$ cat src/rtl/disp_scan_ctrl_if.sv
// -----------------------------------------------------------------------------
// disp_scan_ctrl_if
//   Bundles the result-side signals and the display-side pins of the scan
//   controller into one connection.
//
//   Signals:
//     sumtotal  [7:0]  unsigned magnitude to display (datapath -> controller)
//     done             result valid level; its rising edge requests a capture
//     negative         sign of sumtotal, sampled together with it
//     seg       [6:0]  segments {g,f,e,d,c,b,a}, active-low
//     an        [3:0]  digit enables, active-low (0=units .. 3=sign)
//     busy             conversion in progress
//     valid            at least one conversion completed since reset
//     state_dbg [1:0]  current conversion FSM state, for observation only
//
//   Modports:
//     master  - the side that supplies results and watches the display
//     slave   - the scan controller itself
// -----------------------------------------------------------------------------
interface disp_scan_ctrl_if;
    logic [7:0] sumtotal;
    logic       done;
    logic       negative;
    logic [6:0] seg;
    logic [3:0] an;
    logic       busy;
    logic       valid;
    logic [1:0] state_dbg;

    modport master (
        output sumtotal, done, negative,
        input  seg, an, busy, valid, state_dbg
    );

    modport slave (
        input  sumtotal, done, negative,
        output seg, an, busy, valid, state_dbg
    );
endinterface

$ cat src/rtl/disp_scan_ctrl.sv
// -----------------------------------------------------------------------------
// disp_scan_ctrl
//   Captures an 8-bit result and its sign on each accepted rising edge of
//   `done`, converts the magnitude to three BCD digits with an iterative
//   shift-add-3 sequence, and time-multiplexes units / tens / hundreds / sign
//   over a shared active-low 7-segment bus.
//
//   Ports:
//     clk    - system clock, rising edge
//     rst_n  - asynchronous active-low reset
//     bus    - disp_scan_ctrl_if.slave (sumtotal, done, negative in;
//              seg, an, busy, valid, state_dbg out)
//
//   Parameters:
//     REFRESH_DIV - clock cycles each digit is shown (>= 1)
//
//   Handshake: `done` is a level; only its 0->1 transition while the
//   controller is idle starts a conversion, and sumtotal/negative are taken
//   on that same edge only. `busy` is high from the edge after the accepted
//   start until the display registers are loaded; `valid` rises together with
//   the first loaded value and stays high until reset. Rising edges of `done`
//   seen while busy are dropped, not queued.
// -----------------------------------------------------------------------------
module disp_scan_ctrl #(
    parameter int REFRESH_DIV = 50000
) (
    input  logic              clk,
    input  logic              rst_n,
    disp_scan_ctrl_if.slave   bus
);

    // ---------------------------------------------------------------------
    // Constants
    // ---------------------------------------------------------------------
    localparam int             RW        = (REFRESH_DIV > 1) ? $clog2(REFRESH_DIV) : 1;
    localparam logic [RW-1:0]  RMAX      = RW'(REFRESH_DIV - 1);
    localparam logic [6:0]     SEG_BLANK = 7'h7F;
    localparam logic [6:0]     SEG_DASH  = 7'h3F;

    typedef enum logic [1:0] {
        IDLE   = 2'd0,
        CONV   = 2'd1,
        UPDATE = 2'd2
    } state_t;

    // ---------------------------------------------------------------------
    // Registers
    // ---------------------------------------------------------------------
    state_t          state, state_n;
    logic            done_q;
    logic [7:0]      shreg, shreg_n;
    logic [11:0]     bcd, bcd_n;
    logic [2:0]      cnt, cnt_n;
    logic            neg_cap, neg_cap_n;
    logic            load_disp;

    logic [3:0]      d_u, d_t, d_h;
    logic            d_neg;
    logic            valid_r;

    logic [RW-1:0]   rcnt;
    logic [1:0]      idx;

    logic            start;
    logic [11:0]     bcd_adj;
    logic [6:0]      cur_seg;

    // ---------------------------------------------------------------------
    // Helpers
    // ---------------------------------------------------------------------
    // Double-dabble correction: any BCD nibble >= 5 gets +3 so the following
    // left shift carries correctly into the next decade.
    function automatic logic [11:0] add3(input logic [11:0] b);
        logic [11:0] r;
        r = b;
        for (int i = 0; i < 3; i++) begin
            if (b[i*4 +: 4] >= 4'd5) begin
                r[i*4 +: 4] = b[i*4 +: 4] + 4'd3;
            end
        end
        return r;
    endfunction

    function automatic logic [6:0] seg_of(input logic [3:0] d);
        logic [6:0] s;
        s = SEG_BLANK;
        case (d)
            4'd0:    s = 7'h40;
            4'd1:    s = 7'h79;
            4'd2:    s = 7'h24;
            4'd3:    s = 7'h30;
            4'd4:    s = 7'h19;
            4'd5:    s = 7'h12;
            4'd6:    s = 7'h02;
            4'd7:    s = 7'h78;
            4'd8:    s = 7'h00;
            4'd9:    s = 7'h10;
            default: s = SEG_BLANK;
        endcase
        return s;
    endfunction

    // ---------------------------------------------------------------------
    // Start detection
    // ---------------------------------------------------------------------
    assign start = bus.done & ~done_q & (state == IDLE);

    // ---------------------------------------------------------------------
    // Conversion FSM: state and working registers
    // ---------------------------------------------------------------------
    always_ff @(posedge clk or negedge rst_n) begin
        if (!rst_n) begin
            state   <= IDLE;
            done_q  <= 1'b0;
            shreg   <= '0;
            bcd     <= '0;
            cnt     <= '0;
            neg_cap <= 1'b0;
        end else begin
            state   <= state_n;
            done_q  <= bus.done;
            shreg   <= shreg_n;
            bcd     <= bcd_n;
            cnt     <= cnt_n;
            neg_cap <= neg_cap_n;
        end
    end

    // ---------------------------------------------------------------------
    // Conversion FSM: next state and working-register updates
    // ---------------------------------------------------------------------
    always_comb begin
        state_n   = state;
        shreg_n   = shreg;
        bcd_n     = bcd;
        cnt_n     = cnt;
        neg_cap_n = neg_cap;
        load_disp = 1'b0;
        bcd_adj   = add3(bcd);

        case (state)
            IDLE: begin
                if (start) begin
                    shreg_n   = bus.sumtotal;
                    neg_cap_n = bus.negative;
                    bcd_n     = '0;
                    cnt_n     = '0;
                    state_n   = CONV;
                end
            end

            CONV: begin
                // Correct, then shift {bcd,shreg} left by one as a 20-bit word.
                {bcd_n, shreg_n} = {bcd_adj[10:0], shreg, 1'b0};
                cnt_n            = cnt + 3'd1;
                if (cnt == 3'd7) begin
                    state_n = UPDATE;
                end
            end

            UPDATE: begin
                load_disp = 1'b1;
                state_n   = IDLE;
            end

            default: begin
                state_n = IDLE;
            end
        endcase
    end

    // ---------------------------------------------------------------------
    // Display registers: only written in UPDATE, so the scan keeps showing
    // the previous value for the whole conversion.
    // ---------------------------------------------------------------------
    always_ff @(posedge clk or negedge rst_n) begin
        if (!rst_n) begin
            d_u     <= '0;
            d_t     <= '0;
            d_h     <= '0;
            d_neg   <= 1'b0;
            valid_r <= 1'b0;
        end else if (load_disp) begin
            d_u     <= bcd[3:0];
            d_t     <= bcd[7:4];
            d_h     <= bcd[11:8];
            d_neg   <= neg_cap;
            valid_r <= 1'b1;
        end
    end

    // ---------------------------------------------------------------------
    // Scan timer: free-running, independent of the conversion FSM
    // ---------------------------------------------------------------------
    always_ff @(posedge clk or negedge rst_n) begin
        if (!rst_n) begin
            rcnt <= '0;
            idx  <= '0;
        end else if (rcnt == RMAX) begin
            rcnt <= '0;
            idx  <= idx + 2'd1;
        end else begin
            rcnt <= rcnt + RW'(1);
        end
    end

    // ---------------------------------------------------------------------
    // Digit content. Blank digits keep their anode asserted and drive 7F.
    // Tens are only suppressed when hundreds are also zero, so 105 shows "0".
    // ---------------------------------------------------------------------
    always_comb begin
        cur_seg = SEG_BLANK;
        case (idx)
            2'd0: cur_seg = seg_of(d_u);
            2'd1: if ((d_h != 4'd0) || (d_t != 4'd0)) cur_seg = seg_of(d_t);
            2'd2: if (d_h != 4'd0) cur_seg = seg_of(d_h);
            2'd3: if (d_neg) cur_seg = SEG_DASH;
            default: cur_seg = SEG_BLANK;
        endcase
    end

    // ---------------------------------------------------------------------
    // Outputs: driven from registered idx / digit registers so seg and an
    // change on the same edge as idx.
    // ---------------------------------------------------------------------
    assign bus.seg       = valid_r ? cur_seg : SEG_BLANK;
    assign bus.an        = valid_r ? ~(4'b0001 << idx) : 4'b1111;
    assign bus.busy      = (state != IDLE);
    assign bus.valid     = valid_r;
    assign bus.state_dbg = state;

endmodule

$ cat src/flat_wrapper.sv
// flat-port wrapper written by rule: the top's interface ports become plain ports
module disp_scan_ctrl_flat 
#(
    parameter int REFRESH_DIV = 50000
)
  (clk, rst_n, bus_sumtotal, bus_done, bus_negative, bus_seg, bus_an, bus_busy, bus_valid, bus_state_dbg);
  disp_scan_ctrl_if bus_i ();
  input  logic clk;
  input  logic rst_n;
  input wire logic [$bits(bus_i.sumtotal)-1:0] bus_sumtotal;
  input wire logic [$bits(bus_i.done)-1:0] bus_done;
  input wire logic [$bits(bus_i.negative)-1:0] bus_negative;
  output wire logic [$bits(bus_i.seg)-1:0] bus_seg;
  output wire logic [$bits(bus_i.an)-1:0] bus_an;
  output wire logic [$bits(bus_i.busy)-1:0] bus_busy;
  output wire logic [$bits(bus_i.valid)-1:0] bus_valid;
  output wire logic [$bits(bus_i.state_dbg)-1:0] bus_state_dbg;
  assign bus_i.sumtotal = bus_sumtotal;
  assign bus_i.done = bus_done;
  assign bus_i.negative = bus_negative;
  assign bus_seg = bus_i.seg;
  assign bus_an = bus_i.an;
  assign bus_busy = bus_i.busy;
  assign bus_valid = bus_i.valid;
  assign bus_state_dbg = bus_i.state_dbg;
  disp_scan_ctrl #(.REFRESH_DIV(REFRESH_DIV)) u_core (.clk(clk), .rst_n(rst_n), .bus(bus_i));
endmodule
$ cat config.mk
export PLATFORM = sky130hd
export DESIGN_NAME = disp_scan_ctrl_flat
export DESIGN_NICKNAME = d
export VERILOG_FILES = /design/src/rtl/disp_scan_ctrl_if.sv /design/src/rtl/disp_scan_ctrl.sv /design/src/flat_wrapper.sv
export SDC_FILE = /design/constraint.sdc
export NUM_CORES = 1
export LEC_CHECK = 0
export ABC_AREA = 1
export CAP_MARGIN = 10
export CORE_MARGIN = 3
export CORE_UTILIZATION = 50
export CTS_BUF_LIST = sky130_fd_sc_hd__clkbuf_16
export CTS_CLUSTER_SIZE = 12
export DETAILED_ROUTE_END_ITERATION = 8
export GPL_ROUTABILITY_DRIVEN = 1
export GPL_TIMING_DRIVEN = 0
export PLACE_DENSITY = 0.78
export SYNTH_ARGS = -nofsm -noshare
export SYNTH_HDL_FRONTEND = slang
export SYNTH_SLANG_ARGS = --single-unit
$ cat constraint.sdc
create_clock -name clk -period 1.5 [get_ports clk]
set_clock_uncertainty 0.1 [all_clocks]
set_input_delay 0.15 -clock clk [delete_from_list [all_inputs] [get_ports clk]]
set_output_delay 0.15 -clock clk [all_outputs]
set_load 0.05 [all_outputs]
==> impl_metrics.csv <==
group,metric,value,unit
detailed_routing,drt_first_iter_violations,200,
cts,htreeDepth,3,
detailed_routing,drc,0,
global_route,grt_pass1_vias,3162,
cts,cts_tree,"yes",
setup_path,required,1.25,ns
setup_path,r2r_end,"u_core.rcnt[8]$_DFF_PN0_",
timing,final-setup-viol-count,23,
synth,synth_edf_count,0,
floorplanning,core_area,6940,sq um
synth,synth-seq-cells,59,
cts,path_clk_slew,0.05,ns
setup_path,cp_cell_sequence,"buf_4, ha_1, nor2_1, a211oi_1, nor2_1, nor2_2, nand2_4, buf_8",
cts,cts_buffers,9,
worst_hold_path,hp-class,"in -> reg",
detailed_routing,via_count,3453,
synth,synth_nets,524,
detailed_routing,route.antenna.remaining_nets,0,
final_layout,area_growth,45.5,%
setup_path,max_stage_delay,0.43,ns
cts,cts.sinks,59,
power_and_ir_drop,finalPower,11.2,mW
global_route,grt_overflow_total,0,
synth,synth.area.top_cells,"dfrtp_1, nand2_1, ha_1, nor2_1, inv_1",
setup_path,crit_buf_inv,2,
floorplanning,die_w,91.6,um
synth,yosysMostFrequentCell,"nand2_1",
floorplanning,rows,30,
detailed_routing,vias_per_cell,5.27,
detailed_routing,met3_length,363,um
power_and_ir_drop,p_sw,5.08,mW
job,drv_cap,0,
final_layout,fillers,438,
setup_path,rr_worst_depth,8,
timing,clock.fmax,473,MHz
setup_path,r2r_slack,-0.12,ns
power_and_ir_drop,power_frac_seq,0.234,
placement,numPortBuffers,26,
outcome,status,"finished with violations",
detailed_routing,top_layer,"met4",
synth,syn_inst,483,
floorplanning,die_area,8390,sq um
timing,min_period_over_period,1.41,
worst_hold_path,holdPathStages,1,
cts,cts_root_buf,"clkbuf_16",
synth,yosys.area.top_type,"dfrtp_1",
cts,worst_skew_pair.late_latency,0.33,ns
timing,rsz0062_at_grt,"yes",
final_layout,nets,596,
power_and_ir_drop,total_leakage_power,2.53,nW
power_and_ir_drop,p_clk_frac,0.172,
synth,synth.top_cell.area_share,0.403,
timing,finalMaxSlewViolations,0,
global_route,grt_max_degree,37,
synth,synthTopCellsByCount,"nand2_1, nor2_1, dfrtp_1",
synth,synth_ff_type,"dfrtp_1",
setup_path,path_max_fanout,4,
detailed_routing,wl_per_cell,14.3,um
synth,netlist_area,3660,sq um
timing,hold_viol,0,
placement,placedCellCount,606,
setup_path,cp_slowest_cell,"dfrtp_1",
final_layout,fin_cells,655,
synth,yosysWarningCount,0,
global_route,antenna_found_initial,0,
worst_hold_path,hold_path_end,"u_core.done_q$_DFF_PN0_",
detailed_routing,route.met2.wl,4.83,mm
floorplanning,ioPinCount,27,
synth,async_flop_share,1.00,
power_and_ir_drop,internal_power,6.12,mW
outcome,violations,"negative setup slack",
setup_path,critical_path.startpoint_type,"flop",
power_and_ir_drop,ir_worst_vdd,1240,uV
setup_path,end_kind,"output port",
worst_hold_path,hold_path.startpoint,"bus_done",
detailed_routing,met1_length,3.94,mm
final_layout,drive_gt1_frac,0.428,
setup_path,reg2reg_from,"u_core.rcnt[0]$_DFF_PN0_",
synth,synth.distinct_cells,31,
synth,syn_avg_cell_area,7.58,sq um
setup_path,critical_path_depth,8,
timing,max_slew_margin,0.418,
power_and_ir_drop,combPwrFrac,0.595,
power_and_ir_drop,power_density,2100,nW/um^2
global_route,track_usage,0.205,
detailed_routing,firstDrtPassIters,4,
final_layout,antenna_cells,0,
placement,hpwl,5.46,mm
setup_path,cp_common_cell,"nor2_1",
detailed_routing,routed_wl,9.38,mm
floorplanning,die_h,91.6,um
setup_path,crit_type,"reg -> out",
timing,tightest_slew,0.874,ns
synth,ys_seq_area_frac,0.403,
global_route,grt_pass1_wl,13.9,mm
timing,finalWorstSetupSlack,-0.615,ns
setup_path,critPathTopFamily,"flip-flops",
timing,fin_crit,2.12,ns
cts,cts_buffer_depth,2,
power_and_ir_drop,switching_share,0.453,
setup_path,cp.arrival,1.87,ns
floorplanning,initial_utilization,0.527,
placement,globalplace.congestion,0.872,
## per-stage QoR
step                setup TNS [ns]  hold slack [ns]   util  cell area [sq um]  setup WS (ns)
global route                 -6.26            0.226  0.767               5330         -0.692
finish                       -4.56            0.204  0.767               5330         -0.615
detailed placement           -8.08            0.199  0.599               4160         -0.909
global placement           -105.63            0.352  0.596               4140          -1.87
CTS                          -3.83            0.205  0.690               4790         -0.513
floorplan                   -0.215           -0.246      -               3760        -0.0539
## repair_timing
item	CTS	global route
endpoints found under the hold margin	35	0
setup buffers	15	19
gates cloned	0	1
pin swaps	26	43
endpoints found under the setup margin	35	53
resized for setup	153	122
hold buffers	1	0
## layer usage
metal / up-vias / global-route usage
met5: - / 0
met1: 1651 / 0.251
met4: 0 / 0.0842
met3: 25 / 0.0447
li1: 1698 / -
met2: 79 / 0.349
## how the worst max path moves through the flow
stage,startpoint,end,slack (ns)
2_1_floorplan,u_core.d_u[1]$_DFFE_PN0N_,bus_seg[0],-0.05
3_3_place_gp,rst_n,u_core.bus.state_dbg[1]$_DFFE_PN0P_,-1.87
3_5_place_dp,u_core.d_t[1]$_DFFE_PN0N_,bus_seg[3],-0.91
4_1_cts,u_core.d_t[0]$_DFFE_PN0N_,bus_seg[3],-0.51
5_1_grt,u_core.d_u[1]$_DFFE_PN0N_,bus_seg[4],-0.69
6_report,u_core.d_u[1]$_DFFE_PN0N_,bus_seg[4],-0.62
## registers in the layout, summed over array words and instances (netlist names), 3 cells and up
signal,count
u_core.d_h,4
u_core.bcd,12
u_core.shreg,8
u_core.d_t,4
u_core.rcnt,16
u_core.d_u,4
u_core.cnt,3
## power groups by stage
stage	Combinational [mW]	Sequential (mW)	Clock, mW
2_1_floorplan	3.76	2.52	0
3_3_place_gp	4.77	2.52	0
3_5_place_dp	4.90	2.54	0
4_1_cts	5.80	2.53	1.94
5_1_grt	7.24	2.69	2.03
6_report	6.65	2.62	1.92
## cell type report
cell class | count | area (sq um) | share of cell area
inverters | 62 | 264 | 0.0496
plain buffers | 10 | 88.8 | 0.0167
clock inverters | 6 | 50.0 | 0.00940
well taps | 96 | 120 | 0.0226
flip-flops and latches | 59 | 1490 | 0.279
clock buffers | 9 | 225 | 0.0423
multi-input cells | 351 | 2460 | 0.462
repair buffers | 62 | 627 | 0.118
## cells in the final DEF, fill, tap and decap left out, types with 5 or more instances in the layout
| cell type | instances |
|---|---|
| buf_4 | 30 |
| nand3_1 | 12 |
| nand2_1 | 73 |
| nand3_2 | 19 |
| o21ai_1 | 17 |
| clkbuf_16 | 10 |
| nor3_2 | 9 |
| nor3_1 | 8 |
| ha_4 | 11 |
| dfrtp_1 | 50 |
| ha_2 | 9 |
| inv_1 | 34 |
| ha_1 | 9 |
| o21ai_2 | 10 |
| inv_4 | 8 |
| nor2_4 | 5 |
| o21ai_0 | 25 |
| nor2_1 | 45 |
| o22ai_1 | 5 |
| nand2_2 | 26 |
| a21oi_2 | 9 |
| buf_8 | 9 |
| clkdlybuf4s50_1 | 10 |
| nor2_2 | 16 |
| inv_2 | 19 |
| dfrtp_2 | 9 |
| a21oi_1 | 8 |
| nand2_4 | 12 |
| buf_6 | 12 |
| xor2_1 | 6 |
## kinds of logic (layout without fill, tap and decap cells)
group	count (synthesis)	count (layout)	share of synthesized area
compound gates	77	77	0.108
xor+xnor	8	8	0.0191
fa+ha+maj	29	29	0.0991
buf+inv	73	149	0.0834
flops	59	59	0.403
simple gates	237	237	0.287
No activity file was read; power rests on OpenSTA's default activity.
==> patch 1: new RTL, config.mk and constraints unchanged <==
`shreg` no longer has a reset.
--- a/src/rtl/disp_scan_ctrl.sv
+++ b/src/rtl/disp_scan_ctrl.sv
@@ -112,18 +112,20 @@
         if (!rst_n) begin
             state   <= IDLE;
             done_q  <= 1'b0;
-            shreg   <= '0;
             bcd     <= '0;
             cnt     <= '0;
             neg_cap <= 1'b0;
         end else begin
             state   <= state_n;
             done_q  <= bus.done;
-            shreg   <= shreg_n;
             bcd     <= bcd_n;
             cnt     <= cnt_n;
             neg_cap <= neg_cap_n;
         end
+    end
+
+    always_ff @(posedge clk) begin
+        shreg <= shreg_n;
     end
 
     // ---------------------------------------------------------------------
Check against the original RTL: same outputs for any inputs over 10 cycles, from zero or initial values and one cycle with rst_n low; that may be too few to reach the edited logic, so the function may still have changed.
==> patch 1 against the original RTL <==
The run still ends with setup timing left. Setup slack better by 0.066 ns. Maximum frequency is 3.2% higher. Sequential cell count did not move. Final area shrank 7.3%. Wire length is 11% lower. Power decreased by 8.2%. Critical endpoint is now bus_seg[1]. Area after synthesis down 3.3%. Synthesized cell count decreased by 4.8%. Global-route usage is 0.78 points lower.
==> patch 1: results (changes against the original RTL) <==
| Metric | Value |
|---|---|
| Largest net degree at the start of global routing | `37 (unchanged)` |
| Max-slew violation count | `0 (unchanged)` |
| Syn Nets | `501 (-4.4%)` |
| Async S/R FF share, synth | `0.864 (-0.136)` |
| Leakage | `2.42 nW (-4.6%)` |
| DR iter-0 viols | `181 (-9.5%)` |
| Total routed wirelength | `8350 um (-11%)` |
| VDD IR max | `0.00137 V (+11%)` |
| I/O Buffers | `26 (unchanged)` |
| Pre-CTS WS | `-0.978 ns (-0.0697 ns)` |
| Via count | `3,202 (-7.3%)` |
| Post-synth EDFFs | `8 (+8)` |
| Clock Tree Root | `clkbuf_16` |
| Pre-antenna DRT Iters | `4 (unchanged)` |
| Detail Placement HPWL | `5310 um (-2.7%)` |
| Total CTS buffers | `9 (unchanged)` |
| Clk_lat worst skew | `0.33 ns (about the same)` |
| Nets@finish | `569 (-4.5%)` |
| Synth cell types | `26 (-16%)` |
| Post-route setup TNS | `-4.07 ns (+0.487 ns)` |
| Synth warn | `0 (unchanged)` |
| Post-synth top cells | `nand2_1, inv_1, dfrtp_1, o21ai_0, nor2_1` |
| Seq/Total Area, Yosys | `0.428 (+0.0251)` |
| Status | `complete, but fails checks` |
| GPL Wtd Cong | `0.893 (+2.4%)` |
| Final setup vio count | `11 (-52%)` |
| Clock slew at reported path FFs | `0.05 ns (about the same)` |
| Failing checks | `setup timing` |
| Ant. Diodes | `0 (unchanged)` |
| Slew margin rel. | `0.733 (+0.315)` |
| CTS H-Tree Depth | `3 (unchanged)` |
| Share of cells above drive strength 1 | `0.364 (-0.0636)` |
| Worst EP arrival | `1.80 ns (-0.07 ns)` |
| Initial antenna violation count | `0 (unchanged)` |
| Worst Path Max Fanout | `5 (+1)` |
| Vias in the first global route | `2,983 (-5.7%)` |
| First-pass GRT wire length | `13,300 um (-4.7%)` |
| Worst setup margin | `-0.549 ns (+0.0662 ns)` |
| Dpl cell area | `4030 um2 (-3.3%)` |
| Worst min path class | `primary input to async pin` |
| All-Layer GR Usage | `0.198 (-0.00785)` |
| Max Root-Sink Buffers | `2 (unchanged)` |
| Largest cells by area after synthesis | `dfrtp_1, nand2_1, ha_1, o21ai_0, edfxtp_1` |
| Largest registers | `u_core.rcnt x16, u_core.bcd x12, u_core.shreg x8` |
[patch 1: cell type report]
type | count | area (um2)
repair buffers | 58 | 552
flip-flops and latches | 59 | 1530
multi-input cells | 332 | 2180
plain buffers | 6 | 45.0
inverters | 62 | 249
clock buffers | 9 | 225
fillers | 482 | 1890
clock inverters | 7 | 37.5
well taps | 96 | 120
[patch 1: layer usage]
layer  vias to the layer above  share of wire  track usage
met1                      1501           0.44        0.243
met2                        67           0.50        0.338
met4                         0          0.021       0.0829
met3                        16          0.031       0.0393
met5                         -              0            0
li1                       1618              -            -
[patch 1: cell families after synthesis]
group	share of synthesized area
flip-flops	0.428
AO/OA/AOI/OAI	0.119
buffers and inverters	0.0763
XOR/XNOR	0.0223
AND/OR/NAND/NOR	0.252
adder cells (fa/ha/maj)	0.103
[patch 1: repair_timing]
item	CTS	global route
pin swaps	17	32
endpoints found under the setup margin	45	51
hold endpoints to repair	15	0
hold buffers	1	0
buffers inserted	12	18
gates resized for setup	127	112
[patch 1: final timing paths]
kind                            cells after the start                       from  slack (ns)                        end
worst max-delay path                                9  u_core.d_h[1]$_DFFE_PN0N_       -0.55                 bus_seg[1]
worst min-delay path                                2                      rst_n        0.18   u_core.rcnt[3]$_DFF_PN0_
worst max register to register                      8   u_core.rcnt[0]$_DFF_PN0_       -0.05  u_core.rcnt[12]$_DFF_PN0_
worst min register to register                      2  u_core.shreg[7]$_DFFE_PP_        0.38  u_core.bcd[0]$_DFFE_PN0P_
max in group asynchronous                           3                      rst_n        0.57  u_core.d_t[1]$_DFFE_PN0N_
min in group clk                                    1                   bus_done        0.25    u_core.done_q$_DFF_PN0_
[patch 1: critical path: stages, from the launching register on]
cell and delay (ns):
dfrtp_1 0.41, inv_2 0.14, ha_4 0.17, nand3_2 0.14, nand2_2 0.15, o21ai_1 0.09, nand3_1 0.08, nand2_1 0.08
nand2_4 0.07, buf_6 0.15
[patch 1: per-stage QoR]
stage / utilization / instances / power [W]
5_1_grt: 0.723 / 629 / 0.0110
3_5_place_dp: 0.589 / 583 / 0.00729
4_1_cts: 0.661 / 612 / 0.00961
6_report: 0.723 / 629 / 0.0103
2_1_floorplan: - / 460 / 0.00607
3_3_place_gp: 0.587 / 582 / 0.00711
[patch 1: report_power, final]
| part | internal, W | switching, W |
|---|---|---|
| clock network | 0.00109 | 0.000682 |
| registers | 0.00222 | 0.000452 |
| logic | 0.00229 | 0.00354 |
| total | 0.00560 | 0.00467 |
==> patch 2: new RTL, same settings <==
Without the edit above. `REFRESH_DIV` is set to 50000 in 2 places; all go to 200000.
--- a/src/rtl/disp_scan_ctrl.sv
+++ b/src/rtl/disp_scan_ctrl.sv
@@ -22,7 +22,7 @@
 //   seen while busy are dropped, not queued.
 // -----------------------------------------------------------------------------
 module disp_scan_ctrl #(
-    parameter int REFRESH_DIV = 50000
+    parameter int REFRESH_DIV = 200000
 ) (
     input  logic              clk,
     input  logic              rst_n,
--- a/src/flat_wrapper.sv
+++ b/src/flat_wrapper.sv
@@ -1,7 +1,7 @@
 // flat-port wrapper written by rule: the top's interface ports become plain ports
 module disp_scan_ctrl_flat 
 #(
-    parameter int REFRESH_DIV = 50000
+    parameter int REFRESH_DIV = 200000
 )
   (clk, rst_n, bus_sumtotal, bus_done, bus_negative, bus_seg, bus_an, bus_busy, bus_valid, bus_state_dbg);
   disp_scan_ctrl_if bus_i ();
Behaviour: same outputs for any inputs over 10 cycles, from zero or initial values and one cycle with rst_n low; that may be too few to reach the edited logic, so the function may still have changed.
==> patch 2 against the original RTL <==
The run ends with DRC, setup timing left. Power fell by 3.0%. Non-clock buffer count rose by 11. Setup slack gained 0.043 ns. Wire length grew 7.4%. Final area grew 1.4%. Sequential cell count grew 2. Area after synthesis increased by 3.6%. Final cell count rose by 4.3%. Critical endpoint is now bus_seg[1].
==> patch 2: results (changes against the original RTL) <==
| Metric | Value |
|---|---|
| P_int | `0.00594 W (-2.9%)` |
| DR iter-0 viols | `332 (+66%)` |
| Dpl cell area | `4300 um2 (+3.2%)` |
| Residual DRC | `2 (+2)` |
| Comb power | `0.00647 W (-3%)` |
| VDD IR max | `0.00125 V (+0.97%)` |
| Post-synth top cells | `nand2_1, nor2_1, inv_1, dfrtp_1, o21ai_0` |
| Nets@finish | `620 (+4.0%)` |
| Worst R2R End | `u_core.idx[0]$_DFFE_PN0N_` |
| WL met1 | `4110 um (+4.3%)` |
| Vias per std cell | `5.32 (+0.87%)` |
| Syn Nets | `536 (+2.3%)` |
| Synth cell types | `33 (+6.5%)` |
| Share of cells above drive strength 1 | `0.385 (-0.0423)` |
| Largest net degree at the start of global routing | `35 (-5.4%)` |
| Post-route non-filler standard cell count | `683 (+4.3%)` |
| Worst setup path endpoint | `bus_seg[1]` |
| Detail Placement HPWL | `5590 um (+2.5%)` |
| Largest registers | `u_core.rcnt x18, u_core.bcd x12, u_core.shreg x8` |
| All-Layer GR Usage | `0.202 (-0.00318)` |
| WL met3 | `405 um (+12%)` |
| Seq/Total Area, Yosys | `0.403 (-0.000774)` |
| Crit path launch | `u_core.d_h[1]$_DFFE_PN0N_` |
| Wire per inst | `14.8 um (+3.0%)` |
| Fillers | `497 (+13%)` |
| Max Used Layer | `met4` |
| Measured slew at the worst slew-check pin | `0.810 ns (-0.0635 ns)` |
| Total CTS buffers | `9 (unchanged)` |
| Final hold slack | `0.211 ns (+0.00644 ns)` |
| Pre-antenna DRT Iters | `7 (+3)` |
| Largest cells by area after synthesis | `dfrtp_1, nand2_1, ha_1, nor2_1, inv_1` |
| Final setup vio count | `29 (+26%)` |
| Syn_area_per_cell | `7.66 um2 (+1.1%)` |
| Clock power share | `0.161 (-0.011)` |
| Pre-CTS WS | `-0.947 ns (-0.0381 ns)` |
| GPL Wtd Cong | `0.900 (+3.2%)` |
| Status | `complete, but fails checks` |
| Worst setup margin | `-0.572 ns (+0.0433 ns)` |
| Failing checks | `DRC, setup timing` |
| Vias in the first global route | `3,233 (+2.2%)` |
| Clock Tree Root | `clkbuf_16` |
| Post-route setup TNS | `-6.62 ns (-2.07 ns)` |
| Reg-to-reg slack, setup | `-0.23 ns (-0.11 ns)` |
| First-pass GRT wire length | `14,200 um (+2.3%)` |
| Power, Total | `0.0109 W (-3.0%)` |
## patch 2: changes by cell type in the layout (fill, tap and decap cells not counted), sizes merged, moves of 2 or more
cell and change:
buf +12, inv +8, nand2 -6, nand3 +5, xor2 +5, clkdlybuf4s15 -2, dfrtp +2, o21ai -2
## patch 2: metal layers
metal / vias up / GRT usage
li1: 1765 / -
met4: 0 / 0.0769
met2: 121 / 0.351
met3: 44 / 0.0362
met5: - / 0
met1: 1702 / 0.251
## patch 2: final cells by class
| class | instances | area [um2] | share of cell area |
|---|---|---|---|
| Multi-Input combinational cell | 356 | 2420 | 0.448 |
| Sequential cell | 61 | 1540 | 0.284 |
| Timing Repair Buffer | 73 | 692 | 0.128 |
| Inverter | 68 | 275 | 0.0510 |
| Clock buffer | 9 | 225 | 0.0417 |
| Tap cell | 99 | 124 | 0.0229 |
| Buffer | 10 | 100 | 0.0185 |
| Clock inverter | 7 | 27.5 | 0.00510 |
## patch 2: what timing repair did
item                                    4_1_cts  5_1_grt
pin swaps                                    15       29
endpoints found under the hold margin        33        0
hold buffers                                  1        0
gates resized for setup                     134      121
buffers inserted                             19       26
endpoints found under the setup margin       34       57
## patch 2: cell families after synthesis
kind of cell,Yosys count,synth area share
AND/OR/NAND/NOR,237,0.277
flip-flops,61,0.403
adder cells (fa/ha/maj),29,0.0957
AO/OA/AOI/OAI,76,0.105
XOR/XNOR,14,0.0323
buffers and inverters,78,0.0871
## patch 2: critical path, stage by stage, from the launching register on
cell and delay, ns:
dfrtp_1 0.42, inv_2 0.15, ha_4 0.16, nand3_2 0.13, nor2_2 0.18, o21ai_1 0.09, nand3_1 0.09, nand2_2 0.08
nand2_4 0.06, buf_6 0.15
